$ cat config.mk
export PLATFORM = sky130hd
export DESIGN_NAME = ftdi245_fifo_emu
export DESIGN_NICKNAME = d
export VERILOG_FILES = /design/src/rtl/ftdi245_fifo_emu.sv
export SDC_FILE = /design/constraint.sdc
export NUM_CORES = 1
export LEC_CHECK = 0
export CAP_MARGIN = 20
export CORE_MARGIN = 5
export CORE_UTILIZATION = 40
export DETAILED_ROUTE_END_ITERATION = 10
export MAX_ROUTING_LAYER = met4
export PLACE_DENSITY = 0.55
export SLEW_MARGIN = 20
export SYNTH_ARGS = -nofsm -noshare
export SYNTH_HDL_FRONTEND = slang
export SYNTH_SLANG_ARGS = --single-unit
$ cat constraint.sdc
create_clock -name clock -period 6.2 [get_ports clock]
set_input_delay 1.24 -clock clock [delete_from_list [all_inputs] [get_ports clock]]
set_output_delay 1.24 -clock clock [all_outputs]
set_load 0.01 [all_outputs]
$ cat src/rtl/ftdi245_fifo_emu.sv
// Cycle-level emulator of the host side of an FT232H async 245 FIFO port.
// The host loads bytes into an RX queue that the FPGA reads with rd_n, and
// drains an FWFT TX queue that the FPGA fills with wr_n. Read latency, txe_n
// back-pressure stalls, sticky protocol-error flags and byte counters are
// provided so link benches can drive packet traffic without ad-hoc waits.
module ftdi245_fifo_emu #(
  parameter int RX_DEPTH     = 16,
  parameter int TX_DEPTH     = 16,
  parameter int RD_LATENCY   = 1,
  parameter int STALL_PERIOD = 0,
  parameter int STALL_LEN    = 2
) (
  input  logic        clock,
  input  logic        resetN,
  input  logic [7:0]  host_in_data,
  input  logic        host_in_valid,
  output logic        host_in_ready,
  output logic [7:0]  host_out_data,
  output logic        host_out_valid,
  input  logic        host_out_ready,
  output logic        rxf_n,
  output logic        txe_n,
  input  logic        rd_n,
  input  logic        wr_n,
  input  logic [7:0]  adbus_in,
  output logic [7:0]  adbus_out,
  output logic        adbus_oe,
  output logic        rd_err,
  output logic        wr_err,
  output logic [15:0] rd_count,
  output logic [15:0] wr_count
);

  localparam int RX_AW = $clog2(RX_DEPTH);
  localparam int TX_AW = $clog2(TX_DEPTH);
  localparam logic [RX_AW:0] RX_FULL_CNT = (RX_AW+1)'(RX_DEPTH);
  localparam logic [TX_AW:0] TX_FULL_CNT = (TX_AW+1)'(TX_DEPTH);

  typedef enum logic [1:0] {R_IDLE, R_LAT, R_DRIVE, R_GAP} rx_state_t;
  typedef enum logic [1:0] {T_READY, T_GAP, T_STALL} tx_state_t;

  // Queue storage (data only, never reset)
  logic [7:0] rx_mem [RX_DEPTH];
  logic [7:0] tx_mem [TX_DEPTH];

  logic [RX_AW-1:0] rx_wr_ptr_q, rx_wr_ptr_d, rx_rd_ptr_q, rx_rd_ptr_d;
  logic [RX_AW:0]   rx_cnt_q, rx_cnt_d;
  logic [TX_AW-1:0] tx_wr_ptr_q, tx_wr_ptr_d, tx_rd_ptr_q, tx_rd_ptr_d;
  logic [TX_AW:0]   tx_cnt_q, tx_cnt_d;

  rx_state_t   rx_state_q, rx_state_d;
  tx_state_t   tx_state_q, tx_state_d;
  logic [2:0]  lat_cnt_q, lat_cnt_d;
  logic [15:0] tx_tmr_q, tx_tmr_d;
  logic [15:0] stall_acc_q, stall_acc_d;

  logic        rd_prev_q, rd_prev_d;
  logic        wr_prev_q, wr_prev_d;
  logic        wr_armed_q, wr_armed_d;
  logic [7:0]  wr_byte_q, wr_byte_d;

  logic        rxf_n_q, rxf_n_d;
  logic        txe_n_q, txe_n_d;
  logic        adbus_oe_q, adbus_oe_d;
  logic [7:0]  adbus_out_q, adbus_out_d;
  logic        rd_err_q, rd_err_d;
  logic        wr_err_q, wr_err_d;
  logic [15:0] rd_count_q, rd_count_d;
  logic [15:0] wr_count_q, wr_count_d;

  logic        rd_fall, rd_rise, wr_fall, wr_rise;
  logic        rx_full, tx_full, rx_empty_nx, tx_full_nx;
  logic        rx_push, rx_pop, tx_push, tx_pop;
  logic [7:0]  rx_head;
  logic [15:0] stall_acc_nx;

  // Strobe edges are judged against the sample taken on the previous edge
  assign rd_fall = rd_prev_q & ~rd_n;
  assign rd_rise = ~rd_prev_q & rd_n;
  assign wr_fall = wr_prev_q & ~wr_n;
  assign wr_rise = ~wr_prev_q & wr_n;

  assign rx_full = (rx_cnt_q == RX_FULL_CNT);
  assign tx_full = (tx_cnt_q == TX_FULL_CNT);
  assign rx_head = rx_mem[rx_rd_ptr_q];

  // A read completes on the rising rd_n edge of an accepted strobe; a write
  // completes on the rising wr_n edge of an armed strobe. A pop in the same
  // cycle frees the slot, so a full TX queue still accepts that push.
  assign rx_push = host_in_valid & ~rx_full;
  assign rx_pop  = ((rx_state_q == R_LAT) || (rx_state_q == R_DRIVE)) & rd_rise;
  assign tx_pop  = (tx_cnt_q != '0) & host_out_ready;
  assign tx_push = (tx_state_q == T_READY) & wr_armed_q & wr_rise & (~tx_full | tx_pop);

  assign host_in_ready  = ~rx_full;
  assign host_out_valid = (tx_cnt_q != '0);
  assign host_out_data  = tx_mem[tx_rd_ptr_q];
  assign rxf_n          = rxf_n_q;
  assign txe_n          = txe_n_q;
  assign adbus_oe       = adbus_oe_q;
  assign adbus_out      = adbus_out_q;
  assign rd_err         = rd_err_q;
  assign wr_err         = wr_err_q;
  assign rd_count       = rd_count_q;
  assign wr_count       = wr_count_q;

  // RX and TX queue pointer/occupancy bookkeeping
  always_comb begin
    rx_wr_ptr_d = rx_wr_ptr_q;
    rx_rd_ptr_d = rx_rd_ptr_q;
    rx_cnt_d    = rx_cnt_q;
    tx_wr_ptr_d = tx_wr_ptr_q;
    tx_rd_ptr_d = tx_rd_ptr_q;
    tx_cnt_d    = tx_cnt_q;
    if (rx_push) rx_wr_ptr_d = rx_wr_ptr_q + RX_AW'(1);
    if (rx_pop)  rx_rd_ptr_d = rx_rd_ptr_q + RX_AW'(1);
    case ({rx_push, rx_pop})
      2'b10:   rx_cnt_d = rx_cnt_q + (RX_AW+1)'(1);
      2'b01:   rx_cnt_d = rx_cnt_q - (RX_AW+1)'(1);
      default: rx_cnt_d = rx_cnt_q;
    endcase
    if (tx_push) tx_wr_ptr_d = tx_wr_ptr_q + TX_AW'(1);
    if (tx_pop)  tx_rd_ptr_d = tx_rd_ptr_q + TX_AW'(1);
    case ({tx_push, tx_pop})
      2'b10:   tx_cnt_d = tx_cnt_q + (TX_AW+1)'(1);
      2'b01:   tx_cnt_d = tx_cnt_q - (TX_AW+1)'(1);
      default: tx_cnt_d = tx_cnt_q;
    endcase
  end

  assign rx_empty_nx = (rx_cnt_d == '0);
  assign tx_full_nx  = (tx_cnt_d == TX_FULL_CNT);

  // RX read handshake: latency count, bus drive, pop on rd_n rise, 1-cycle gap
  always_comb begin
    rx_state_d  = rx_state_q;
    lat_cnt_d   = lat_cnt_q;
    rxf_n_d     = rxf_n_q;
    adbus_oe_d  = adbus_oe_q;
    adbus_out_d = adbus_out_q;
    rd_count_d  = rd_count_q;
    rd_prev_d   = rd_n;
    rd_err_d    = rd_err_q | (~rd_n & rxf_n_q);
    case (rx_state_q)
      R_IDLE: begin
        rxf_n_d = rx_empty_nx;
        if (rd_fall && !rxf_n_q) begin
          rx_state_d = R_LAT;
          lat_cnt_d  = 3'd1;
          rxf_n_d    = 1'b0;
        end
      end
      R_LAT: begin
        if (rd_rise) begin
          rx_state_d  = R_GAP;
          rd_count_d  = rd_count_q + 16'd1;
          rxf_n_d     = 1'b1;
          adbus_oe_d  = 1'b0;
          adbus_out_d = 8'h00;
        end else if (lat_cnt_q == 3'(RD_LATENCY)) begin
          rx_state_d  = R_DRIVE;
          adbus_oe_d  = 1'b1;
          adbus_out_d = rx_head;
        end else begin
          lat_cnt_d = lat_cnt_q + 3'd1;
        end
      end
      R_DRIVE: begin
        if (rd_rise) begin
          rx_state_d  = R_GAP;
          rd_count_d  = rd_count_q + 16'd1;
          rxf_n_d     = 1'b1;
          adbus_oe_d  = 1'b0;
          adbus_out_d = 8'h00;
        end else begin
          adbus_out_d = rx_head;
        end
      end
      R_GAP: begin
        rx_state_d = R_IDLE;
        rxf_n_d    = rx_empty_nx;
      end
      default: rx_state_d = R_IDLE;
    endcase
  end

  // TX write handshake: arm on wr_n fall, push on rise, then gap or stall
  always_comb begin
    tx_state_d   = tx_state_q;
    tx_tmr_d     = tx_tmr_q;
    stall_acc_d  = stall_acc_q;
    txe_n_d      = txe_n_q;
    wr_count_d   = wr_count_q;
    wr_prev_d    = wr_n;
    wr_armed_d   = wr_armed_q;
    wr_byte_d    = wr_byte_q;
    wr_err_d     = wr_err_q | (wr_fall & txe_n_q);
    stall_acc_nx = stall_acc_q + 16'd1;
    if (wr_fall && !txe_n_q) begin
      wr_armed_d = 1'b1;
    end else if (wr_rise) begin
      wr_armed_d = 1'b0;
    end
    if (!wr_n && (wr_armed_q || (wr_fall && !txe_n_q))) begin
      wr_byte_d = adbus_in;
    end
    case (tx_state_q)
      T_READY: begin
        txe_n_d = tx_full_nx;
        if (tx_push) begin
          wr_count_d = wr_count_q + 16'd1;
          txe_n_d    = 1'b1;
          tx_tmr_d   = 16'd1;
          if ((STALL_PERIOD != 0) && (stall_acc_nx == 16'(STALL_PERIOD))) begin
            tx_state_d  = T_STALL;
            stall_acc_d = 16'd0;
          end else begin
            tx_state_d  = T_GAP;
            stall_acc_d = stall_acc_nx;
          end
        end
      end
      T_GAP: begin
        tx_state_d = T_READY;
        txe_n_d    = tx_full_nx;
      end
      T_STALL: begin
        if (tx_tmr_q == 16'(STALL_LEN)) begin
          tx_state_d = T_READY;
          txe_n_d    = tx_full_nx;
        end else begin
          tx_tmr_d = tx_tmr_q + 16'd1;
        end
      end
      default: tx_state_d = T_READY;
    endcase
  end

  // Queue storage and write-byte capture; payload only, so no reset
  always_ff @(posedge clock) begin
    if (rx_push) rx_mem[rx_wr_ptr_q] <= host_in_data;
    if (tx_push) tx_mem[tx_wr_ptr_q] <= wr_byte_q;
    wr_byte_q <= wr_byte_d;
  end

  // Control state; reset aborts any transfer immediately (txe_n high one cycle)
  always_ff @(posedge clock or negedge resetN) begin
    if (!resetN) begin
      rx_wr_ptr_q <= '0;
      rx_rd_ptr_q <= '0;
      rx_cnt_q    <= '0;
      tx_wr_ptr_q <= '0;
      tx_rd_ptr_q <= '0;
      tx_cnt_q    <= '0;
      rx_state_q  <= R_IDLE;
      tx_state_q  <= T_GAP;
      lat_cnt_q   <= 3'd0;
      tx_tmr_q    <= 16'd0;
      stall_acc_q <= 16'd0;
      rd_prev_q   <= 1'b1;
      wr_prev_q   <= 1'b1;
      wr_armed_q  <= 1'b0;
      rxf_n_q     <= 1'b1;
      txe_n_q     <= 1'b1;
      adbus_oe_q  <= 1'b0;
      adbus_out_q <= 8'h00;
      rd_err_q    <= 1'b0;
      wr_err_q    <= 1'b0;
      rd_count_q  <= 16'd0;
      wr_count_q  <= 16'd0;
    end else begin
      rx_wr_ptr_q <= rx_wr_ptr_d;
      rx_rd_ptr_q <= rx_rd_ptr_d;
      rx_cnt_q    <= rx_cnt_d;
      tx_wr_ptr_q <= tx_wr_ptr_d;
      tx_rd_ptr_q <= tx_rd_ptr_d;
      tx_cnt_q    <= tx_cnt_d;
      rx_state_q  <= rx_state_d;
      tx_state_q  <= tx_state_d;
      lat_cnt_q   <= lat_cnt_d;
      tx_tmr_q    <= tx_tmr_d;
      stall_acc_q <= stall_acc_d;
      rd_prev_q   <= rd_prev_d;
      wr_prev_q   <= wr_prev_d;
      wr_armed_q  <= wr_armed_d;
      rxf_n_q     <= rxf_n_d;
      txe_n_q     <= txe_n_d;
      adbus_oe_q  <= adbus_oe_d;
      adbus_out_q <= adbus_out_d;
      rd_err_q    <= rd_err_d;
      wr_err_q    <= wr_err_d;
      rd_count_q  <= rd_count_d;
      wr_count_q  <= wr_count_d;
    end
  end

endmodule

==> qor.yml <==
critPathKind: "flop to output port"
syn_nets: 829
vias_per_cell: 5.20
crit_top_cell: "mux4_2"
final_layout_size_suffix_gt1_frac: 0.195
antenna_found_initial: 0
postSynthCellCount: 783
synth_flop_cell: "edfxtp_1"
wl_per_cell_um: 21.1
cp.required_ns: 4.96
cap_viol_max_count: 0
seqCellArea_mm2: 0.00994
setup-violations-final: 0
n_antenna_cell: 0
synthArstFlopShare: 0.233
drc: 0
cts_root_buffer: "clkbuf_16"
design_area_mm2: 0.0166
relSlewSlack: 0.251
clock_sinks: 344
p_leak_nw: 5.80
ir_drop_v: 0.000219
die_x_um: 197
ant_nets: 0
powerDensity_mw_per_mm2: 457
grt_max_degree: 45
status: "completed"
cp_max_fo: 20
clkTransAtPathRegs_ns: 0.06
clock_latency_ns: 0.52
place.gp.congestion: 0.780
cts_setup_buffers: 0
mostFrequentLayoutCells: "edfxtp_1 (264), mux4_2 (80), clkdlybuf4s50_1 (75)"
cp_top_family: "multiplexers"
tightest_slew_ns: 1.12
core-area_mm2: 0.0345
final_hold_viol_count: 0
die_area_mm2: 0.0389
dpl_cell_area_mm2: 0.0153
area_growth_pct: 18.6
totalWireLength_um: 28700
synth.area.top_cells: "edfxtp_1 (57%), dfrtp_1 (13%), mux4_2 (13%)"
grt.overflow.total: 0
grt_pass1_vias: 7527
rsz0062_at_grt: "false"
finClkSkew_ns: 0.0103
cts_buffers: 38
cts_hold_buffers: 0
grtUsageTotal: 0.152
endpoint_kind: "output port"
syn_area_per_cell_um2: 17.9
dpl.hpwl_um: 19100
yosysTopAreaCell: "edfxtp_1"
cts_resized: 0
synth_warnings: 0
critPathArrivalTime_ns: 3.33
finalSetupTns_ns: 0
dieHeight_um: 197
ioPinCount: 77
cp_slowest_cell: "dfrtp_2"
ys_seq_area_frac: 0.709
detail_route.first_pass.iterations: 4
cp-start-kind: "flop"
fin_hold_ws_ns: 0.465
fin_nets: 920
first_iter_violations: 416
tritoncts: "done"
grt_pass1_wl_um: 44600
worstPathCellList: "buf_4, mux4_2, mux4_2, clkdlybuf4s50_1"
critical_path_buf_inv_count: 2
h-tree-depth: 2
crit_path_max_incr_delay_ns: 0.79
hold_path.class: "flop to flop"
rows: 68
initial_core_util: 0.406
nFillCells: 2930
route.vias.total: 7073
layout_min_cycle_time_ns: 4.57
utilization: 0.482
synth_edf_count: 264
report.final.slew_viol_count: 0
clock.fmax_mhz: 219
synth-seq-cells: 344
synth_cell_type_count: 57
multi_input_area_mm2: 0.00380
netlist_area_mm2: 0.0140
io_buffer_count: 76
period_share: 0.737
clockBufferDepth: 3
final_common_cell: "edfxtp_1"
synth_top_area_frac: 0.565
worst paths after layout:
kind | startpoint | to | slack, ns | cells after the start
worst max-delay path | tx_rd_ptr_q[0] | host_out_data[1] | 1.63 | 4
worst min-delay path | rd_err | rd_err | 0.46 | 1
worst max register to register | tx_cnt_q[1] | txe_n | 2.70 | 12
worst min register to register | rd_err | rd_err | 0.46 | 1
max in group asynchronous | resetN | rx_rd_ptr_q[0] | 4.49 | 2
min in group asynchronous | resetN | rx_cnt_q[4] | 0.69 | 1
stage by stage:
stage | setup WS, ns | cells | power, mW
global placement | 1.86 | 1289 | 5.22
detailed placement | 1.70 | 1289 | 5.31
finish | 1.63 | 1359 | 7.61
global route | 1.41 | 1359 | 8.01
floorplan | 2.39 | 783 | 4.54
CTS | 1.54 | 1359 | 7.72
Yosys cell counts, types with 2 or more instances:
cell / count
buf_2: 8
ha_1: 24
dfrtp_1: 75
mux2i_1: 4
nand3_1: 13
nand4_1: 8
nor2b_1: 4
inv_1: 28
a21o_1: 2
dfstp_2: 5
nor3_1: 10
and2_1: 3
o21bai_1: 2
nor3b_1: 3
buf_6: 3
o21ai_0: 14
nand2b_1: 8
a2bb2oi_1: 2
and4_1: 5
xor2_1: 15
edfxtp_1: 264
buf_1: 9
mux2_2: 7
nand2_1: 40
o21a_1: 3
nor2_1: 39
mux4_2: 80
nand3b_1: 3
a211oi_1: 2
xnor2_1: 37
clkbuf_1: 18
clkbuf_2: 2
a21oi_1: 11
o31ai_1: 2
o211ai_1: 2
and3_1: 7
kinds of logic after synthesis:
| group | synth area share |
|---|---|
| AO/OA/AOI/OAI | 0.0229 |
| multiplexers | 0.138 |
| flip-flops | 0.709 |
| XOR/XNOR | 0.0325 |
| buffers and inverters | 0.0207 |
| adder cells (fa/ha/maj) | 0.0214 |
| AND/OR/NAND/NOR | 0.0561 |
cell type report:
cell class                      instances  area share
Clock buffer                           46      0.0608
Clock inverter                         24      0.0207
Inverter                               28     0.00632
Multi-Input combinational cell        371       0.228
Sequential cell                       344       0.597
Tap cell                              455      0.0342
Timing Repair Buffer                   91      0.0524
power by group:
group          internal, mW  total, mW  switching (mW)  leakage (nW)
registers              2.80       3.14           0.342          3.37
clock network          1.50       2.40           0.898         0.651
logic                  1.09       2.07           0.975          1.78
sequential cells by signal (all words and copies together), names as in the netlist, 2 cells and up:
register / flops
adbus_out: 8
lat_cnt_q: 3
rd_count: 16
rx_cnt_q: 5
rx_mem: 128
rx_rd_ptr_q: 4
rx_state_q: 2
rx_wr_ptr_q: 4
tx_cnt_q: 5
tx_mem: 128
tx_rd_ptr_q: 4
tx_wr_ptr_q: 4
wr_byte_q: 8
wr_count: 16
layer usage:
| metal | GRT usage | share of wire | vias up |
|---|---|---|---|
| li1 | - | - | 3209 |
| met4 | 0.0357 | 0.016 | 0 |
| met5 | - | 0 | - |
| met3 | 0.0235 | 0.035 | 35 |
| met1 | 0.188 | 0.41 | 3705 |
| met2 | 0.265 | 0.53 | 124 |
No activity file was read; power rests on OpenSTA's default activity.
